==> config.mk <==
export PLATFORM = sky130hd
export DESIGN_NAME = fetch_instruction
export DESIGN_NICKNAME = d
export VERILOG_FILES = /design/src/rtl/fetch_instruction_pkg.sv /design/src/rtl/fetch_instruction_reg16.sv /design/src/rtl/fetch_instruction.sv
export SDC_FILE = /design/constraint.sdc
export NUM_CORES = 1
export LEC_CHECK = 0
export ABC_AREA = 1
export BUFFER_PORTS_ARGS = -buffer_cell sky130_fd_sc_hd__buf_4
export CAP_MARGIN = 25
export CORE_UTILIZATION = 52
export CTS_CLUSTER_SIZE = 25
export DETAILED_ROUTE_END_ITERATION = 6
export PLACE_DENSITY = 0.82
export SLEW_MARGIN = 20
export SYNTH_ARGS = -nofsm -noshare
export SYNTH_HDL_FRONTEND = slang
export SYNTH_SLANG_ARGS = --single-unit
==> constraint.sdc <==
create_clock -name clk -period 2 [get_ports clk]
set_clock_uncertainty 0.1 [all_clocks]
set_input_delay 0.1 -clock clk [delete_from_list [all_inputs] [get_ports clk]]
set_output_delay 0.1 -clock clk [all_outputs]
set_load 0.03 [all_outputs]
==> src/rtl/fetch_instruction_pkg.sv <==
// Shared definitions for the instruction-fetch stage: opcodes, the NOP word
// and the fetch FSM state encoding.
package fetch_instruction_pkg;

  localparam logic [4:0]  OPC_HALT = 5'b00000;
  localparam logic [4:0]  OPC_NOP  = 5'b00001;
  localparam logic [15:0] NOP_WORD = {OPC_NOP, 11'b0};

  typedef enum logic [1:0] {
    ST_READY  = 2'd0,
    ST_WAIT   = 2'd1,
    ST_DRAIN  = 2'd2,
    ST_HALTED = 2'd3
  } fetch_state_e;

  function automatic logic isHalt(input logic [15:0] word);
    return word[15:11] == OPC_HALT;
  endfunction

endpackage

==> src/rtl/fetch_instruction_reg16.sv <==
// 16-bit register with synchronous active-low reset and load enable.
module reg16 #(
  parameter logic [15:0] RESET_VAL = 16'h0000
) (
  input  logic        clk,
  input  logic        rst,
  input  logic        en_i,
  input  logic [15:0] d_i,
  output logic [15:0] q_o
);

  always_ff @(posedge clk) begin
    if (!rst) begin
      q_o <= RESET_VAL;
    end else if (en_i) begin
      q_o <= d_i;
    end
  end

endmodule

==> src/rtl/fetch_instruction.sv <==
// Instruction-fetch stage: owns the PC, issues one memory read at a time and
// holds the fetched word for decode, handling redirects and HALT.
module fetch_instruction
  import fetch_instruction_pkg::*;
#(
  parameter logic [15:0] RESET_PC = 16'h0000
) (
  input  logic        clk,
  input  logic        rst,
  output logic        imemReq,
  output logic [15:0] imemAddr,
  input  logic        imemRdy,
  input  logic [15:0] imemData,
  input  logic        redirectEn,
  input  logic [15:0] redirectPC,
  input  logic        decodeStall,
  output logic        instrValid,
  output logic [15:0] instruction,
  output logic [15:0] pcPlus2,
  output logic        halted,
  output logic        err
);

  fetch_state_e state_q, state_d;
  logic         instrValid_q, instrValid_d;
  logic         err_q, err_d;
  logic [15:0]  pc_q, pc_d;
  logic         pcEn;
  logic [15:0]  pcNext;
  logic         redirectAct;
  logic         outFree;
  logic         latchResp;
  logic         reqComb;

  // Once halted the stage is frozen until reset, so redirects lose their effect.
  assign redirectAct = redirectEn && (state_q != ST_HALTED);
  assign outFree     = !instrValid_q || !decodeStall;
  assign latchResp   = (state_q == ST_WAIT) && imemRdy && !redirectAct;
  assign pcNext      = pc_q + 16'd2;

  always_comb begin
    state_d = state_q;
    reqComb = 1'b0;
    unique case (state_q)
      ST_READY: begin
        if (!redirectAct && outFree) begin
          reqComb = 1'b1;
          state_d = ST_WAIT;
        end
      end
      ST_WAIT: begin
        if (redirectAct) begin
          state_d = imemRdy ? ST_READY : ST_DRAIN;
        end else if (imemRdy) begin
          state_d = isHalt(imemData) ? ST_HALTED : ST_READY;
        end
      end
      ST_DRAIN: begin
        if (imemRdy) begin
          state_d = ST_READY;
        end
      end
      ST_HALTED: begin
        state_d = ST_HALTED;
      end
      default: state_d = ST_READY;
    endcase
  end

  // Redirect wins over a same-cycle response; misaligned targets are forced even.
  always_comb begin
    pc_d         = pcNext;
    pcEn         = 1'b0;
    instrValid_d = instrValid_q;
    err_d        = err_q;
    if (instrValid_q && !decodeStall) begin
      instrValid_d = 1'b0;
    end
    if (latchResp) begin
      pcEn         = 1'b1;
      instrValid_d = 1'b1;
    end
    if (redirectAct) begin
      pc_d         = {redirectPC[15:1], 1'b0};
      pcEn         = 1'b1;
      instrValid_d = 1'b0;
      err_d        = err_q | redirectPC[0];
    end
  end

  always_ff @(posedge clk) begin
    if (!rst) begin
      state_q      <= ST_READY;
      instrValid_q <= 1'b0;
      err_q        <= 1'b0;
    end else begin
      state_q      <= state_d;
      instrValid_q <= instrValid_d;
      err_q        <= err_d;
    end
  end

  reg16 #(.RESET_VAL(RESET_PC)) u_pcReg (
    .clk  (clk),
    .rst  (rst),
    .en_i (pcEn),
    .d_i  (pc_d),
    .q_o  (pc_q)
  );

  reg16 #(.RESET_VAL(NOP_WORD)) u_instrReg (
    .clk  (clk),
    .rst  (rst),
    .en_i (latchResp),
    .d_i  (imemData),
    .q_o  (instruction)
  );

  reg16 #(.RESET_VAL(16'h0000)) u_pcPlus2Reg (
    .clk  (clk),
    .rst  (rst),
    .en_i (latchResp),
    .d_i  (pcNext),
    .q_o  (pcPlus2)
  );

  assign imemReq    = rst && reqComb;
  assign imemAddr   = pc_q;
  assign instrValid = instrValid_q;
  assign halted     = (state_q == ST_HALTED);
  assign err        = err_q;

endmodule
---- Word level (Yosys, flattened, before mapping) ----
Index checks and enable logic that the tools add are counted.
word-level totals
  flip-flop bits (word level) ............. 52
  input port bits ......................... 37
  output and inout bits ................... 52
  logic and storage cells ................. 45
cells by class
  add/subtract/negate cells ............... 1
  eq/ne operators ......................... 7
  muxes and demuxes ....................... 14
  bitwise logic cells ..................... 2
  reduce and logical (&&, ||, !) cells .... 15
operators with widths
  operator                                       number
  adder 16 x 2 -> 16 bit, second input constant  1
  two-way mux 16 bit                             1
  two-way mux 2 bit                              6
  case mux 2 bit (4 select lines)                1
  logical AND 1 bit                              6
  two-way mux 1 bit                              6
  != test 2 bit, second input constant           3
  logical NOT 5 bit                              1
  == test 2 bit, second input constant           2
  logical NOT 1 bit                              3
  != test 3 bit, second input constant           1
  AND reduction 3 bit                            1
  == test 2 x 1 -> 1 bit, second input constant  1
  logical NOT 2 bit                              1
  nonzero test 2 bit                             1
  OR reduction 2 bit                             1
  logical OR 1 bit                               1
  NOT 1 bit                                      1
  OR 1 bit                                       1

---- Depth between registers and ports, before layout ----
Gate-level depths: netlist of run 1.
  word-level depth ........................ 7
  mapped depth ............................ 9
  mapped depth without buffers ............ 9

---- By module ----
From an unflattened synthesis of run 1, not the netlist that was laid out.
second synthesis, totals
  cell total of the unflattened synthesis .. 467
  area total of the unflattened synthesis .. 2881.5 um2
by module, submodules not included
  module                     instances  cells an instance  area an instance (um2)  sequential area each (um2)
  reg16 at u_pcPlus2Reg ...  2          101                674.4                   320.3
  fetch_instruction          1          165                860.8                   80.1
  reg16 at u_instrReg        1          100                671.9                   320.3

---- Least setup slack after synthesis of run 1 ----
OpenSTA, ideal clock, no wires.
  path type ............................... reg-to-reg
  start ................................... reg u_pcReg.q_o[1]
  end ..................................... reg u_pcPlus2Reg.q_o[9]
  setup time .............................. 0.070 ns
  data arrival time ....................... 1.410 ns
  required time ........................... 1.830 ns
  path slack .............................. 0.420 ns
  cell stages (with the launch flop) ...... 8
  buffers on the path ..................... 0
  clock period less this slack ............ 1.580 ns
  cells stage by stage .................... dfxtp_1 ha_1 nand2_1 nor2_4 nand3_1 nand2_1 nand3_1 a21oi_1
between the ends
  word-level cells in the longest chain between the ends .. 1
RTL lines
  item                      line                           source
  start: declaration        fetch_instruction_reg16.sv:9   output logic [15:0] q_o
  start signal: assignment  fetch_instruction_reg16.sv:16  q_o <= d_i;
  adder 16 x 2 -> 16 bit    fetch_instruction.sv:39        assign pcNext = pc_q + 16'd2;
  end signal: assignment    fetch_instruction_reg16.sv:16
  end: declaration          fetch_instruction_reg16.sv:9
No other way between the ends.
A chain may end at the register's enable or synchronous reset.

---- Worst setup path after layout of run 1 ----
  start ................................... reg state_q[0]
  end ..................................... reg u_pcReg.q_o[3]
between the ends
  word-level cells in the longest chain between the ends .. 6
  elaborated cells between the ends (all ways) .. 9
  classes of those cells .................. eq/ne (2); mux (3); reduce/logical (4)
RTL lines
  item                      line                     source
  start: declaration        fetch_instruction.sv:24  fetch_state_e state_q, state_d;
  start signal: assignment  fetch_instruction.sv:97  state_q <= state_d;
  != test 2 bit             fetch_instruction.sv:36  assign redirectAct = redirectEn && (state_q != ST_HALTED);
  logical AND 1 bit         fetch_instruction.sv:36
  logical NOT 1 bit         fetch_instruction.sv:38  assign latchResp = (state_q == ST_WAIT) && imemRdy && !redirectAct;
  logical AND 1 bit         fetch_instruction.sv:38
  two-way mux 1 bit         fetch_instruction.sv:79  if (latchResp) begin
  two-way mux 1 bit         fetch_instruction.sv:83  if (redirectAct) begin
Parallel ways exist; a longest one is shown, timed or not.

==> results of run 1 <==
## worst paths after layout
path	endpoint	from	slack, ns
worst max-delay path	u_pcReg.q_o[3]	state_q[0]	0.37
worst min-delay path	u_pcReg.q_o[3]	redirectPC[3]	0.01
worst max register to register	u_pcReg.q_o[3]	state_q[0]	0.37
worst min register to register	err	err	0.36
## worst min-delay path, stage by stage
cell and delay (ns):
sky130_fd_sc_hd__buf_4 0.11, sky130_fd_sc_hd__nand2_1 0.07, sky130_fd_sc_hd__a31oi_1 0.09
## where the power goes
part | internal [µW] | switching [µW]
Combinational | 198 | 283
Clock | 279 | 317
Sequential | 1050 | 48.1
## sequential cells by signal, indices dropped and copies added (netlist names)
name / flops
u_pcPlus2Reg.q_o: 15
u_pcReg.q_o: 15
instrValid: 1
u_instrReg.q_o: 16
err: 1
state_q: 2
## cells by family after synthesis
logic type / share of synthesized area
buffers and inverters: 0.09217
AO/OA/AOI/OAI: 0.1455
XOR/XNOR: 0.01555
adder cells (fa/ha/maj): 0.005552
AND/OR/NAND/NOR: 0.2954
flip-flops: 0.4442
other: 0.001664
## cell type report
type,instances,share of cell area
multi-input combinational,224,0.3303
sequential,50,0.3153
timing repair buffer,106,0.2657
inverter,34,0.04020
clock buffer,7,0.02720
tap,50,0.01971
clock inverter,1,0.001577
## metal layers
metal	track usage	vias to the layer above
met2	0.4802	87
met1	0.2934	1060
met4	0.08333	0
li1	-	1230
met3	0.07333	7
met5	0	-
## stage by stage
| stage | hold slack (ns) | cells | worst slack, ns | cell area [µm²] |
|---|---|---|---|---|
| final | 0.01083 | 472 | 0.3746 | 3174 |
| after CTS | 0.001727 | 472 | 0.3863 | 3174 |
| after global placement | 0.2204 | 445 | 0.4752 | 2893 |
| after floorplan | 0.1132 | 322 | 0.4200 | 2257 |
| after detailed placement | 0.2217 | 445 | 0.4051 | 2893 |
| after global routing | 0.01374 | 472 | 0.2389 | 3174 |
## cell usage in the layout, fill, tap and decap left out, drive strengths merged, types with 19 or more instances in the layout
cell type | netlist | final
buf | 7 | 87
nand2 | 73 | 73
dfxtp | 50 | 50
nor2 | 46 | 46
inv | 34 | 34
a21oi | 32 | 32
o21ai | 31 | 31
nand3 | 25 | 25
dlygate4sd3 | 0 | 19
## what timing repair did
action / CTS / global route
hold buffers: 19 / 0
endpoints found under the hold margin: 19 / 0
setup endpoints to repair: 0 / 0
==> results.cfg, run 1 <==
[detailed_routing]
detailed_router_iteration_count_before_antenna_repair = 4
drc_errors = 0
postRouteAntennaNets = 0
dr_wl_met2_um = 2887
drt-met1-wl_um = 2501
wl_per_cell_um = 12.59
met3_wirelength_um = 483
route.vias.total = 2384
avgViaCountPerCell = 5.051
drt_iter0_markers = 175
routed_wl_um = 5941
highest-signal-layer = met4

[critical_path]
critPathMaxStageDelay_ns = 0.43
ff2ff_path_depth = 6
critical_path.most_common_cell = sky130_fd_sc_hd__inv_2
setup.worst_path.start_class = flop
crit_path_cell_trace = inv_2, nor2_4, nand3_2, inv_2, nand2_1, a31oi_1
worst-path-stages = 6
critPathCaptureType = flop
crit_fanout = 31
worst-path-buf-inv = 2
timing.critical_path.max_delay_family = buffers and inverters
critPathSlowestCell = sky130_fd_sc_hd__inv_2
worstPathRequired_ns = 2.13
path_class = flop to flop
worst_ep_arrival_time_ns = 1.75

[floorplan]
die_area_um2 = 4601
chipHeight_um = 67.83
io_pins = 89
rows = 23
initial_utilization = 0.5514
coreArea_um2 = 4086
dieWidth_um = 67.83

[final_layout]
post_route_cells_drive_above_1_share = 0.2512
final.fill_count = 300
register_area_um2 = 1001
antenna-diode-count = 0
nets = 459
area_growth_syn_to_layout_pct = 40.87
multi_input_logic_area_um2 = 1049
final_core_utilization = 0.7768

[cts]
cts.htree.levels = 2
cts_resized = 0
post_cts_buffers = 0
clock_tree.root_cell = sky130_fd_sc_hd__clkbuf_8
number_of_buffers_on_the_longest_clock_path = 2
clk-insertion-delay-late_ns = 0.30
tritoncts = done
cts_buffers = 5
clk_pin_slew_ns = 0.09
cts.sinks = 50

[timing]
max_slew_margin = 0.6270
fmaxAchievable_mhz = 615.2
min_period_ns = 1.625
max_slew.worst_pin.slew_ns = 0.5587
fin_crit_sh = 0.8127
setup_viol_count_final = 0
finalHoldViolCount = 0
finalSetupTns_ns = 0
maxSlewViolCount = 0
rsz_0062_raised_after_global_routing = no

[placed_design]
gp_congestion = 0.8217
port_buffers = 86
detailedPlacementHpwl_um = 3878

[logic_synthesis]
synth_async_sr_flop_share = 0
ys_top_cells_by_count = 71 x sky130_fd_sc_hd__nand2_1, 50 x sky130_fd_sc_hd__dfxtp_1, 42 x sky130_fd_sc_hd__nor2_1, 32 x sky130_fd_sc_hd__a21oi_1, 31 x sky130_fd_sc_hd__o21ai_0
synthTopCellsByArea = sky130_fd_sc_hd__dfxtp_1 44%, sky130_fd_sc_hd__nand2_1 12%, sky130_fd_sc_hd__a21oi_1 7.1%, sky130_fd_sc_hd__nor2_1 7.0%, sky130_fd_sc_hd__o21ai_0 6.9%
synthMostInstantiatedCell = sky130_fd_sc_hd__nand2_1
synth.ff_latch_count = 50
ys_types = 23
synth-main-ff-cell = sky130_fd_sc_hd__dfxtp_1
seq_area_frac_synth = 0.4442
yosysWarnings = 0
synth.largest_area_cell = sky130_fd_sc_hd__dfxtp_1
synth_area_per_cell_um2 = 7.020
synth_top_area_share = 0.4442
synthesized_netlist_cell_count = 321
post_synthesis_instance_area_um2 = 2253
synth_enable_flop_cells = 0

[power]
p_leak_uw = 0.001465
power_per_cell_area_nw_per_um2 = 684.5
power.ir.vdd_worst_mv = 0.3954
overall_power_uw = 2173

[global_routing]
groute.usage.overall = 0.2634
antenna_found_initial = 0
grt_pass1_vias = 2178
grt_overflow = 0
pin_count_of_the_biggest_net_entering_global_routing = 33
grt_pass1_wl_um = 9135

[worst_hold_path]
worstHoldPathCells = 3
min-delay-path-class = input pin to flop

[status]
run_status = complete, no violations

[run]
max_cap_violations = 0
Note: power is estimated with default switching activity, not from simulation.
==> run 2: changes to the inputs <==
ABC_AREA = 0   (was 1)
CORE_UTILIZATION = 44   (was 52)
PLACE_DENSITY = 0.72   (was 0.82)
clock period = 1.45 ns   (was 2 ns; I/O delays follow)
==> run 2 against run 1 <==
Against the previous run: the run now ends with setup timing left; first-iteration DRC count grew 37%; clock power grew 94%; global-route usage grew 2.7 points; highest routed layer unchanged; synthesized cell count shrank 11%; register-to-register slack lost 0.57 ns; count of clock-buffer cells in the layout is the same; worst hold slack gained 0.021 ns; critical path type unchanged; routed wire length grew 65%; synthesized area grew 7.2%; flip-flop and latch count is the same; critical path depth is the same.
==> results.cfg, run 2 <==
[final_layout]
registers.top_by_ff_count = u_instrReg.q_o
antenna-diode-count = 0
largest_reg_flops = 16
final.fill_count = 322
layout_top_registers = u_instrReg.q_o: 16 flops, u_pcPlus2Reg.q_o: 15 flops, u_pcReg.q_o: 15 flops
final_cell_count_no_fill = 522
post_route_cells_drive_above_1_share = 0.4956
nets = 489
final_common_cell = sky130_fd_sc_hd__buf_4
mostFrequentLayoutCells = 137 x sky130_fd_sc_hd__buf_4, 42 x sky130_fd_sc_hd__nand2_1, 34 x sky130_fd_sc_hd__a21oi_1, 33 x sky130_fd_sc_hd__dfxtp_1, 31 x sky130_fd_sc_hd__dlygate4sd3_1
area_growth_syn_to_layout_pct = 77.67

[timing]
maxSlewViolCount = 0
setup_viol_count_final = 34
finalHoldViolCount = 0
min_period_ns = 1.650
fmaxAchievable_mhz = 606.0
final.setup.worst_slack_ns = -0.2002
fin_crit_sh = 1.138
rsz_0062_raised_after_global_routing = yes

[critical_path]
reg2reg_slack_ns = -0.20
worst_ep_arrival_time_ns = 1.80
setup.worst_path.start_class = flop
critical_path.most_common_cell = sky130_fd_sc_hd__buf_6
worstPathRequired_ns = 1.59
worst-path-stages = 6
critical_path.reg2reg.startpoint = state_q[0]
ff2ff_path_depth = 6
r2r-end = u_pcReg.q_o[15]
worst-path-buf-inv = 2
critPathSlowestCell = sky130_fd_sc_hd__dfxtp_2
crit_fanout = 20
worstSetupEndpoint = u_pcReg.q_o[15]
crit_start = state_q[0]
timing.critical_path.max_delay_family = simple AND/OR/NAND/NOR gates
path_class = flop to flop
critPathCaptureType = flop
crit_path_cell_trace = buf_6, and4bb_4, buf_6, nand3_1, mux2i_1, o21bai_1
critPathMaxStageDelay_ns = 0.37

[detailed_routing]
wl_per_cell_um = 18.83
drt_iter0_markers = 240
postRouteAntennaNets = 0
drt-met1-wl_um = 3858
dr_wl_met2_um = 4781
avgViaCountPerCell = 5.757
drc_errors = 0
highest-signal-layer = met4
met3_wirelength_um = 726
route.vias.total = 3005
detailed_router_iteration_count_before_antenna_repair = 5
routed_wl_um = 9827

[global_routing]
grt_overflow = 0
groute.usage.overall = 0.2908
pin_count_of_the_biggest_net_entering_global_routing = 23
antenna_found_initial = 0
grt_pass1_vias = 2804
grt_pass1_wl_um = 13500

[logic_synthesis]
synth_area_per_cell_um2 = 8.473
seq_area_frac_synth = 0.4145
synth.largest_area_cell = sky130_fd_sc_hd__dfxtp_1
synth.ff_latch_count = 50
synth_enable_flop_cells = 0
synthTopCellsByArea = sky130_fd_sc_hd__dfxtp_1 41%, sky130_fd_sc_hd__a21oi_1 7.7%, sky130_fd_sc_hd__nand2_1 7.3%, sky130_fd_sc_hd__o21ai_0 2.9%, sky130_fd_sc_hd__a22oi_1 2.2%
yosysWarnings = 0
ys_top_cells_by_count = 50 x sky130_fd_sc_hd__dfxtp_1, 47 x sky130_fd_sc_hd__nand2_1, 37 x sky130_fd_sc_hd__a21oi_1, 14 x sky130_fd_sc_hd__o21ai_0, 13 x sky130_fd_sc_hd__nor2_1
synthesized_netlist_cell_count = 285
ys_types = 60
synth-main-ff-cell = sky130_fd_sc_hd__dfxtp_1
synth_async_sr_flop_share = 0
synthMostInstantiatedCell = sky130_fd_sc_hd__dfxtp_1
post_synthesis_instance_area_um2 = 2415
synth_top_area_share = 0.4145

[status]
run_status = finished, violations left
violations = setup timing

[power]
share_seq_of_total_power = 0.427
power_per_cell_area_nw_per_um2 = 815.3
p_leak_uw = 0.001810
p_int_uw = 2499
power.share.clock = 0.332
combPwrFrac = 0.241
power.share.switching = 0.2856
overall_power_uw = 3498
power.switching_uw = 999.0
power.ir.vdd_worst_mv = 0.5910

[floorplan]
io_pins = 89
rows = 26
dieWidth_um = 76.08
initial_utilization = 0.4639
chipHeight_um = 76.08
coreArea_um2 = 5205
die_area_um2 = 5788

[cts]
clk_pin_slew_ns = 0.10
cts.htree.levels = 2
tritoncts = done
clock_tree.root_cell = sky130_fd_sc_hd__clkbuf_8
clk-insertion-delay-late_ns = 0.31
number_of_buffers_on_the_longest_clock_path = 2
cts.sinks = 50
cts_buffers = 5

[placed_design]
detailedPlacementHpwl_um = 5096
dp_slack_ns = -0.1297
gp_congestion = 0.7976
port_buffers = 86
numPlacedInstances = 459

[worst_hold_path]
min-delay-path-class = input pin to flop

[run]
max_cap_violations = 0
run 2: how the worst min path moves through the flow:
stage,startpoint,endpoint,slack [ns],cells after the start
2_1_floorplan,imemData[11],u_instrReg.q_o[11],0.1,2
3_3_place_gp,redirectPC[0],err,0.20,3
3_5_place_dp,redirectPC[0],err,0.21,3
4_1_cts,redirectEn,u_pcReg.q_o[1],0.04,3
5_1_grt,redirectPC[7],u_pcReg.q_o[7],0.05,4
6_report,redirectPC[7],u_pcReg.q_o[7],0.03,4
run 2: stage by stage:
stage                     area [µm²]  hold slack, ns    util  setup TNS (ns)
after global routing            4290         0.04513  0.8243          -3.582
after floorplan                 2545         0.09681       -         -0.3404
after global placement          3416          0.2044  0.6563         -0.6591
after CTS                       3984         0.03733  0.7654         -0.3646
final                           4290         0.03148  0.8243          -2.015
after detailed placement        3416          0.2140  0.6563          -1.394
run 2: routing by layer:
layer,GRT usage,up-vias
li1,-,1353
met1,0.3528,1397
met2,0.5000,205
met3,0.06467,50
met4,0.1135,0
met5,0,-
run 2: repair_timing:
item	4_1_cts	5_1_grt
buffers inserted	7	14
cloned	2	2
setup endpoints to repair	29	34
pin swaps	7	17
hold buffers	31	0
endpoints found under the hold margin	32	0
resized for setup	14	36
run 2: power groups by stage:
stage / Sequential, µW / Combinational (µW) / Clock [µW]
after floorplan: 1620 / 250 / 0
after global placement: 1520 / 623 / 0
after detailed placement: 1520 / 632 / 0
after CTS: 1490 / 736 / 1160
after global routing: 1500 / 883 / 1220
final: 1490 / 844 / 1160
run 2: kinds of logic (layout without fill, tap and decap cells):
family	after synthesis	in the layout	share of synthesized area
buffers and inverters	29	193	0.06891
adders and majority gates	1	1	0.005181
AOI/OAI and AO/OA	86	86	0.2238
DFF	50	50	0.4145
other	1	2	0.001553
xor gates and xnor gates	8	8	0.02902
muxes	6	6	0.02539
and+or+nand+nor	104	106	0.2316
run 2: tightest hold or removal path, cell delays in order:
cell,delay (ns)
sky130_fd_sc_hd__buf_4,0.08
sky130_fd_sc_hd__nand2_2,0.05
sky130_fd_sc_hd__nand2_1,0.06
sky130_fd_sc_hd__o311a_1,0.16
run 2: cell type report:
| type | count | area (µm²) | share of cell area |
|---|---|---|---|
| clock buffer | 7 | 107.6 | 0.02508 |
| tap | 70 | 87.58 | 0.02041 |
| multi-input combinational | 209 | 1479 | 0.3447 |
| timing repair buffer | 180 | 1523 | 0.3549 |
| sequential | 50 | 1045 | 0.2435 |
| clock inverter | 1 | 30.03 | 0.006999 |
| inverter | 5 | 18.77 | 0.004374 |
